[config.mk]
export PLATFORM = sky130hd
export DESIGN_NAME = gcd_result_capture
export DESIGN_NICKNAME = d
export VERILOG_FILES = /design/src/rtl/gcd_result_capture.sv
export SDC_FILE = /design/constraint.sdc
export NUM_CORES = 1
export LEC_CHECK = 0
export CAP_MARGIN = 20
export CORE_AREA = 2 2 108 110
export DETAILED_ROUTE_END_ITERATION = 16
export DIE_AREA = 0 0 110 112
export HOLD_SLACK_MARGIN = 0.12
export PLACE_DENSITY = 0.52
export SYNTH_ARGS = -nofsm -noshare
export SYNTH_HDL_FRONTEND = slang
export SYNTH_SLANG_ARGS = --single-unit
[constraint.sdc]
create_clock -name clk -period 2.1 [get_ports clk]
set_input_delay 0.42 -clock clk [delete_from_list [all_inputs] [get_ports clk]]
set_output_delay 0.42 -clock clk [all_outputs]
set_load 0.02 [all_outputs]
[src/rtl/gcd_result_capture.sv]
// Captures each GCD result on the rising edge of halt, converts it to three BCD digits
// with a one-bit-per-cycle double-dabble engine, and keeps a small history plus a result counter.
module gcd_result_capture #(
  parameter int DEPTH = 4,
  parameter int SEL_W = 2
) (
  input  logic             clk,
  input  logic             reset,
  input  logic             halt,
  input  logic [7:0]       out,
  input  logic [SEL_W-1:0] hist_sel,
  output logic [3:0]       bcd_hund,
  output logic [3:0]       bcd_tens,
  output logic [3:0]       bcd_ones,
  output logic             bcd_valid,
  output logic             busy,
  output logic             dropped,
  output logic [7:0]       result_count,
  output logic [7:0]       hist_data
);

  typedef enum logic {IDLE, CONV} state_e;

  state_e           state;
  state_e           stateNext;
  logic             haltD;
  logic             cap;
  logic             startConv;
  logic             lastBit;
  logic [19:0]      shiftReg;
  logic [19:0]      adjusted;
  logic [19:0]      shiftNext;
  logic [2:0]       bitCnt;
  logic [SEL_W-1:0] wp;
  logic [SEL_W-1:0] rdIdx;
  logic [7:0]       hist [DEPTH];

  // haltD resets high so a halt already asserted at reset release is ignored
  assign cap = halt & ~haltD;

  always_comb begin
    stateNext = state;
    startConv = 1'b0;
    lastBit   = 1'b0;
    case (state)
      IDLE: begin
        if (cap) begin
          stateNext = CONV;
          startConv = 1'b1;
        end
      end
      CONV: begin
        if (bitCnt == 3'd7) begin
          stateNext = IDLE;
          lastBit   = 1'b1;
        end
      end
      default: stateNext = IDLE;
    endcase
  end

  always_comb begin
    adjusted = shiftReg;
    if (adjusted[19:16] >= 4'd5) adjusted[19:16] = adjusted[19:16] + 4'd3;
    if (adjusted[15:12] >= 4'd5) adjusted[15:12] = adjusted[15:12] + 4'd3;
    if (adjusted[11:8]  >= 4'd5) adjusted[11:8]  = adjusted[11:8]  + 4'd3;
    shiftNext = {adjusted[18:0], 1'b0};
  end

  always_ff @(posedge clk) begin
    if (reset) state <= IDLE;
    else       state <= stateNext;
  end

  always_ff @(posedge clk) begin
    if (reset) begin
      haltD        <= 1'b1;
      shiftReg     <= '0;
      bitCnt       <= '0;
      wp           <= '0;
      bcd_hund     <= '0;
      bcd_tens     <= '0;
      bcd_ones     <= '0;
      bcd_valid    <= 1'b0;
      busy         <= 1'b0;
      dropped      <= 1'b0;
      result_count <= '0;
      for (int i = 0; i < DEPTH; i++) hist[i] <= '0;
    end else begin
      haltD <= halt;
      if (startConv) begin
        shiftReg  <= {12'b0, out};
        bitCnt    <= '0;
        hist[wp]  <= out;
        wp        <= wp + SEL_W'(1);
        bcd_valid <= 1'b0;
        busy      <= 1'b1;
        if (result_count != 8'hFF) result_count <= result_count + 8'd1;
      end else if (state == CONV) begin
        shiftReg <= shiftNext;
        bitCnt   <= bitCnt + 3'd1;
        if (cap) dropped <= 1'b1;
        if (lastBit) begin
          bcd_hund  <= shiftNext[19:16];
          bcd_tens  <= shiftNext[15:12];
          bcd_ones  <= shiftNext[11:8];
          bcd_valid <= 1'b1;
          busy      <= 1'b0;
        end
      end
    end
  end

  assign rdIdx     = wp - SEL_W'(1) - hist_sel;
  assign hist_data = hist[rdIdx];

endmodule

==> results.sh, run 1 <==
export IMPL_violated_checks="setup timing"
export IMPL_ctsRootBufferMaster="clkbuf_16"
export IMPL_hold_class="reg -> reg"
export IMPL_grt_antenna_before_repair=0
export IMPL_cts_path_max_buffers=2
export IMPL_post_synthesis_average_cell_area_um2=11.4
export IMPL_fin_crit_ps=2150
export IMPL_clock_latency_reported_for_the_late_side_of_the_worst_skew_pair_ps=330
export IMPL_route_antenna_remaining_nets=0
export IMPL_final_hold_violation_count=0
export IMPL_rows=39
export IMPL_critPathCaptureType="output port"
export IMPL_grt_setup_unrepaired="true"
export IMPL_grt_pass1_vias=2540
export IMPL_nNetsFinal=414
export IMPL_stdcell_area_um2=4870
export IMPL_power_per_cell_area_nw_per_um2=791
export IMPL_post_dp_cell_area_um2=4490
export IMPL_final_common_cell="dfxtp_1"
export IMPL_register_to_register_setup_slack_ps=500
export IMPL_timing_max_slew_rel_slack_pct=73.2
export IMPL_finalSetupViolCount=8
export IMPL_worst_setup_path_startpoint="wp[0]$_SDFFE_PP0N_"
export IMPL_timing_critical_path_to="hist_data[2]"
export IMPL_drt_total_wl_um=7420
export IMPL_cp_max_fo=8
export IMPL_critical_path_arrival_ps=1730
export IMPL_postSynthCellCount=332
export IMPL_status="finished, violations left"
export IMPL_reg2reg_from="shiftReg[8]$_SDFFE_PP0P_"
export IMPL_drt_drc_violations_left=0
export IMPL_post_synth_top_area_cell="dfxtp_1"
export IMPL_timing_final_max_slew_violations=0
export IMPL_synthesis_area_um2=3800
export IMPL_max_cap_viols=0
export IMPL_synth_top_area_share_pct=26.3
export IMPL_die_area_um2=12300
export IMPL_tightestPinTransition_ps=401
export IMPL_number_of_drc_markers_after_the_initial_detailed_route_iteration=65
export IMPL_drt_pass1_iterations=4
export IMPL_globalRouteTotalUtil_pct=13.3
export IMPL_cts_tree="done"
export IMPL_yosysWarnings=0
export IMPL_synth_seq_area_share_pct=51.6
export IMPL_gpl_final_weighted_congestion=0.760
export IMPL_post_dp_hpwl_um=5380
export IMPL_clock_sink_count=82
export IMPL_cts_clk_pin_slew_worst_paths_ps=60
export IMPL_criticalPathCategory="reg -> out"
export IMPL_leakage_nw=1.83
export IMPL_maxClockFrequency_ghz=0.466
export IMPL_port_buffer_count=43
export IMPL_floorplan_die_width_um=110
export IMPL_synth_cell_type_count=47
export IMPL_final_cell_mix="49 x dfxtp_1, 36 x nor2_1, 33 x clkdlybuf4s50_1"
export IMPL_globalRoute_totalOverflow=0
export IMPL_grt_first_pass_wirelength_um=12600
export IMPL_timing_critical_path_required_ps=1680
export IMPL_cp_start_kind="flop"
export IMPL_final_layout_size_suffix_gt1_share_pct=20.7
export IMPL_number_of_antenna_diodes=0
export IMPL_vias=2527
export IMPL_floorplan_core_area_um2=11200
export IMPL_detail_route_vias_per_cell=4.69
export IMPL_grt_max_degree=28
export IMPL_synth_fp_nets=355
export IMPL_timing_final_ws_setup_ps=-45.2
export IMPL_die_h_um=112
export IMPL_netlist_top_cells_area="dfxtp_1 26%, edfxtp_1 25%, mux4_2 4.7%"
export IMPL_r2r_cells=6
export IMPL_clock_skew_ps=6.82
export IMPL_dp_slack_ps=-977
export IMPL_initial_core_util_pct=34.0
export IMPL_area_growth_synth_to_final_pct=28.3
export IMPL_power_ir_vdd_worst_mv=0.341
export IMPL_floorplan_io_pins=44
export IMPL_cts_made_buffers=9
export IMPL_htreeDepth=3
export IMPL_timing_final_crit_share_pct=102
export IMPL_synth_ff_latch_count=82
export IMPL_post_drt_wl_per_cell_um=13.8
export IMPL_r2r_end="shiftReg[10]$_SDFFE_PP0P_"
[timing repair]
item	in CTS	in global routing
gates resized for setup	56	1
hold buffers	0	0
setup endpoints to repair	8	8
pin swaps	2	3
buffers inserted	1	0
[sequential cells by signal (all words and copies together), names as in the netlist]
signal,count
bcd_hund,4
bcd_tens,4
haltD,1
dropped,1
bcd_valid,1
bitCnt,3
hist,32
state,1
wp,2
shiftReg,20
busy,1
result_count,8
bcd_ones,4
[layout make-up]
class	count	area (µm²)
Multi-Input combinational cell	226	1730
Clock buffer	12	278
Timing Repair Buffer	64	626
Tap cell	143	179
Inverter	8	30.0
Clock inverter	4	70.1
Sequential cell	82	1960
Fill cell	1076	6300
[critical path: stages (launching register included)]
cell and delay, ps:
dfxtp_2 350, ha_4 140, xor2_2 170, xnor2_2 130
buf_6 150, mux4_2 310, buf_6 150
[worst min-delay path by stage]
| stage | from | to | slack [ps] | cells after the start |
|---|---|---|---|---|
| 2_1_floorplan | shiftReg[7]$_SDFFE_PP0P_ | bcd_ones[0]$_SDFFE_PP0P_ | 440 | 2 |
| 3_3_place_gp | bcd_valid$_SDFFE_PP0P_ | bcd_valid$_SDFFE_PP0P_ | 460 | 2 |
| 3_5_place_dp | bcd_valid$_SDFFE_PP0P_ | bcd_valid$_SDFFE_PP0P_ | 470 | 2 |
| 4_1_cts | shiftReg[7]$_SDFFE_PP0P_ | bcd_ones[0]$_SDFFE_PP0P_ | 480 | 2 |
| 5_1_grt | bcd_ones[0]$_SDFFE_PP0P_ | bcd_ones[0]$_SDFFE_PP0P_ | 510 | 2 |
| 6_report | shiftReg[7]$_SDFFE_PP0P_ | bcd_ones[0]$_SDFFE_PP0P_ | 480 | 2 |
[logic make-up after synthesis]
logic type | synth area share (%)
AOI/OAI and AO/OA | 7.08
DFF | 51.6
muxes | 11.1
and+or+nand+nor | 20.1
buffers and inverters | 3.39
adders and majority gates | 3.29
xor gates and xnor gates | 3.42
[where the power goes]
part	switching, W	internal (W)
sequential	0.0000215	0.00169
combinational	0.000169	0.000185
clock	0.000614	0.00117
[routing by layer]
metal / share of wire (%) / global-route usage, % / vias to the layer above
li1: - / - / 1295
met1: 48 / 17.6 / 1192
met2: 47 / 20.8 / 34
met3: 3.5 / 3.69 / 6
met4: 1.2 / 4.56 / 0
met5: 0 / 0 / -
[Yosys cell counts, drive strengths merged]
master / n
nor3: 4
or2: 4
mux2: 10
nand3b: 7
a211oi: 7
a31oi: 1
nand2: 11
mux2i: 13
nand2b: 11
edfxtp: 32
o21ai: 12
and2: 27
xnor2: 6
inv: 8
buf: 9
o22ai: 5
o21bai: 1
nand4: 2
ha: 10
clkbuf: 7
mux4: 8
nand3: 7
and3: 10
nor2: 38
nor3b: 5
nor2b: 2
o2111ai: 1
o211ai: 2
a21oi: 13
xor2: 8
dfxtp: 50
a31o: 1
[through the flow]
stage / TNS (ps) / hold WS [ps] / util, % / total power, W / instances
6_report: -293 / 478 / 43.6 / 0.00386 / 539
5_1_grt: -908 / 505 / 43.6 / 0.00403 / 539
4_1_cts: -848 / 480 / 43.6 / 0.00392 / 539
3_5_place_dp: -9150 / 466 / 40.1 / 0.00209 / 522
3_3_place_gp: -8180 / 455 / 40.1 / 0.00209 / 522
2_1_floorplan: 0 / 442 / - / 0.00196 / 332
Note: power is estimated with default switching activity, not from simulation.
==> inputs of run 2 (changes only) <==
--- a/config.mk
+++ b/config.mk
@@ -11,6 +11,8 @@
 export DIE_AREA = 0 0 110 112
 export HOLD_SLACK_MARGIN = 0.12
 export PLACE_DENSITY = 0.52
+export SLEW_MARGIN = 10
 export SYNTH_ARGS = -nofsm -noshare
 export SYNTH_HDL_FRONTEND = slang
 export SYNTH_SLANG_ARGS = --single-unit
+export TNS_END_PERCENT = 30
==> run 2 against run 1 <==
Effect of this change:
- the flow still finishes with violations (setup timing)
- core utilization is 0.28 points lower
- maximum frequency hardly changed
- global-route usage stayed put
- worst hold slack stayed put
- critical path depth stayed put
- power is 0.47% lower
- flip-flop and latch count stayed put
- clock power hardly changed
- critical path type unchanged
- critical endpoint unchanged
==> results.sh, run 2 (synthesis gave the netlist of run 1 again) <==
export IMPL_status="finished, violations left"
export IMPL_violated_checks="setup timing"
export IMPL_area_growth_synth_to_final_pct=27.5
export IMPL_cp_max_fo=8
export IMPL_maxClockFrequency_ghz=0.466
export IMPL_cts_clk_pin_slew_worst_paths_ps=60
export IMPL_cpMaxStageDelayCell="dfxtp_2"
export IMPL_gr_usage_met2_pct=20.8
export IMPL_final_layout_size_suffix_gt1_share_pct=20.7
export IMPL_timing_critical_path_required_ps=1680
export IMPL_die_h_um=112
export IMPL_leakage_nw=1.82
export IMPL_floorplan_io_pins=44
export IMPL_critical_path_arrival_ps=1730
export IMPL_most_prevalent_standard_cell_on_the_critical_path="buf_6"
export IMPL_power_ir_vdd_worst_mv=0.339
export IMPL_globalRoute_totalOverflow=0
export IMPL_ctsRootBufferMaster="clkbuf_16"
export IMPL_clock_sink_count=82
export IMPL_path_buf_inv=2
export IMPL_grt_max_degree=28
export IMPL_post_cts_hold_buffer_count=0
export IMPL_timing_final_ws_setup_ps=-45.7
export IMPL_port_buffer_count=43
export IMPL_timing_max_slew_rel_slack_pct=73.2
export IMPL_critPathCaptureType="output port"
export IMPL_number_of_antenna_diodes=0
export IMPL_cp_start_kind="flop"
export IMPL_globalRouteMet3Util_pct=3.69
export IMPL_finalSetupViolCount=8
export IMPL_fin_hold_ws_ps=478
export IMPL_route_antenna_remaining_nets=0
export IMPL_cts_tree="done"
export IMPL_flip_flop_count_of_the_largest_register_after_layout=32
export IMPL_number_of_drc_markers_after_the_initial_detailed_route_iteration=65
export IMPL_vias=2527
export IMPL_cp_cell_sequence="ha_4 > xor2_2 > xnor2_2 > buf_6 > mux4_2 > buf_6"
export IMPL_finalPower_w=0.00384
export IMPL_grt_antenna_before_repair=0
export IMPL_post_drt_wl_per_cell_um=13.8
export IMPL_floorplan_core_area_um2=11200
export IMPL_cpPeakStageDelay_ps=350
export IMPL_criticalPathCategory="reg -> out"
export IMPL_grt_first_pass_wirelength_um=12600
export IMPL_cts_made_buffers=9
export IMPL_detail_route_vias_per_cell=4.69
export IMPL_power_per_cell_area_nw_per_um2=793
export IMPL_die_area_um2=12300
export IMPL_clock_latency_reported_for_the_late_side_of_the_worst_skew_pair_ps=330
export IMPL_initial_core_util_pct=34.0
export IMPL_timing_final_max_slew_violations=0
export IMPL_cpLargestDelayFamily="flip-flops"
export IMPL_final_common_cell="dfxtp_1"
export IMPL_floorplan_die_width_um=110
export IMPL_hold_class="reg -> reg"
export IMPL_cts_path_max_buffers=2
export IMPL_drt_pass1_iterations=4
export IMPL_drt_total_wl_um=7430
export IMPL_drt_drc_violations_left=0
export IMPL_final_cell_mix="49 x dfxtp_1, 36 x nor2_1, 33 x clkdlybuf4s50_1"
export IMPL_rows=39
export IMPL_regMostFlops="hist"
export IMPL_post_dp_hpwl_um=5380
export IMPL_tightestPinTransition_ps=401
export IMPL_nNetsFinal=414
export IMPL_clock_skew_ps=6.82
export IMPL_largest_registers="hist x32, shiftReg x20, result_count x8"
export IMPL_globalRoute_busiestLayer="met2"
export IMPL_gr_met1_demand_resource_pct=17.6
export IMPL_layout_core_utilization_pct=43.3
export IMPL_htreeDepth=3
export IMPL_fin_crit_ps=2150
export IMPL_max_cap_viols=0
export IMPL_globalRouteTotalUtil_pct=13.3
export IMPL_grt_setup_unrepaired="true"
export IMPL_grt_pass1_vias=2540
export IMPL_timing_final_crit_share_pct=102
export IMPL_gpl_final_weighted_congestion=0.760
export IMPL_final_hold_violation_count=0
[run 2: worst paths after layout]
check                                         startpoint                        end  slack [ps]  cells past startpoint
worst max-delay path                  wp[0]$_SDFFE_PP0N_               hist_data[2]         -50                      6
worst min-delay path            shiftReg[7]$_SDFFE_PP0P_   bcd_ones[0]$_SDFFE_PP0P_         480                      2
worst max register to register  shiftReg[8]$_SDFFE_PP0P_  shiftReg[10]$_SDFFE_PP0P_         500                      6
worst min register to register  shiftReg[7]$_SDFFE_PP0P_   bcd_ones[0]$_SDFFE_PP0P_         480                      2
[run 2: metal layers]
layer	vias to the layer above	part of all wire, %
li1	1295	-
met1	1192	48
met2	34	47
met3	6	3.5
met4	0	1.2
met5	-	0
[run 2: cell type report]
class | instances | area (µm²)
fillers | 1081 | 6330
flip-flops and latches | 82 | 1960
multi-input cells | 226 | 1730
repair buffers | 64 | 594
clock buffers | 12 | 278
well taps | 143 | 179
clock inverters | 4 | 70.1
inverters | 8 | 30.0
[run 2: per-stage QoR]
stage | setup WS (ps) | area, µm² | std cells | setup TNS, ps
finish | -45.7 | 4840 | 539 | -302
global route | -126 | 4840 | 539 | -931
global placement | -923 | 4490 | 522 | -8180
floorplan | 107 | 3800 | 332 | 0
CTS | -118 | 4840 | 539 | -863
detailed placement | -977 | 4490 | 522 | -9150
[run 2: power by group]
part | leakage, nW | total, W | internal (W) | switching (W)
sequential | 0.735 | 0.00172 | 0.00169 | 0.0000215
combinational | 0.913 | 0.000335 | 0.000169 | 0.000166
clock | 0.174 | 0.00179 | 0.00117 | 0.000614
[run 2: worst min-delay path: cells and delay by family (launching register included)]
family          cells  cell delay [ps]
flops               1              320
simple gates        1               60
compound gates      1               50
[run 2: repair_timing]
action                                 CTS  global route
pin swaps                                2             3
setup endpoints to repair                8             8
resized for setup                       44             3
setup buffers                            1             0
endpoints found under the hold margin    0             0
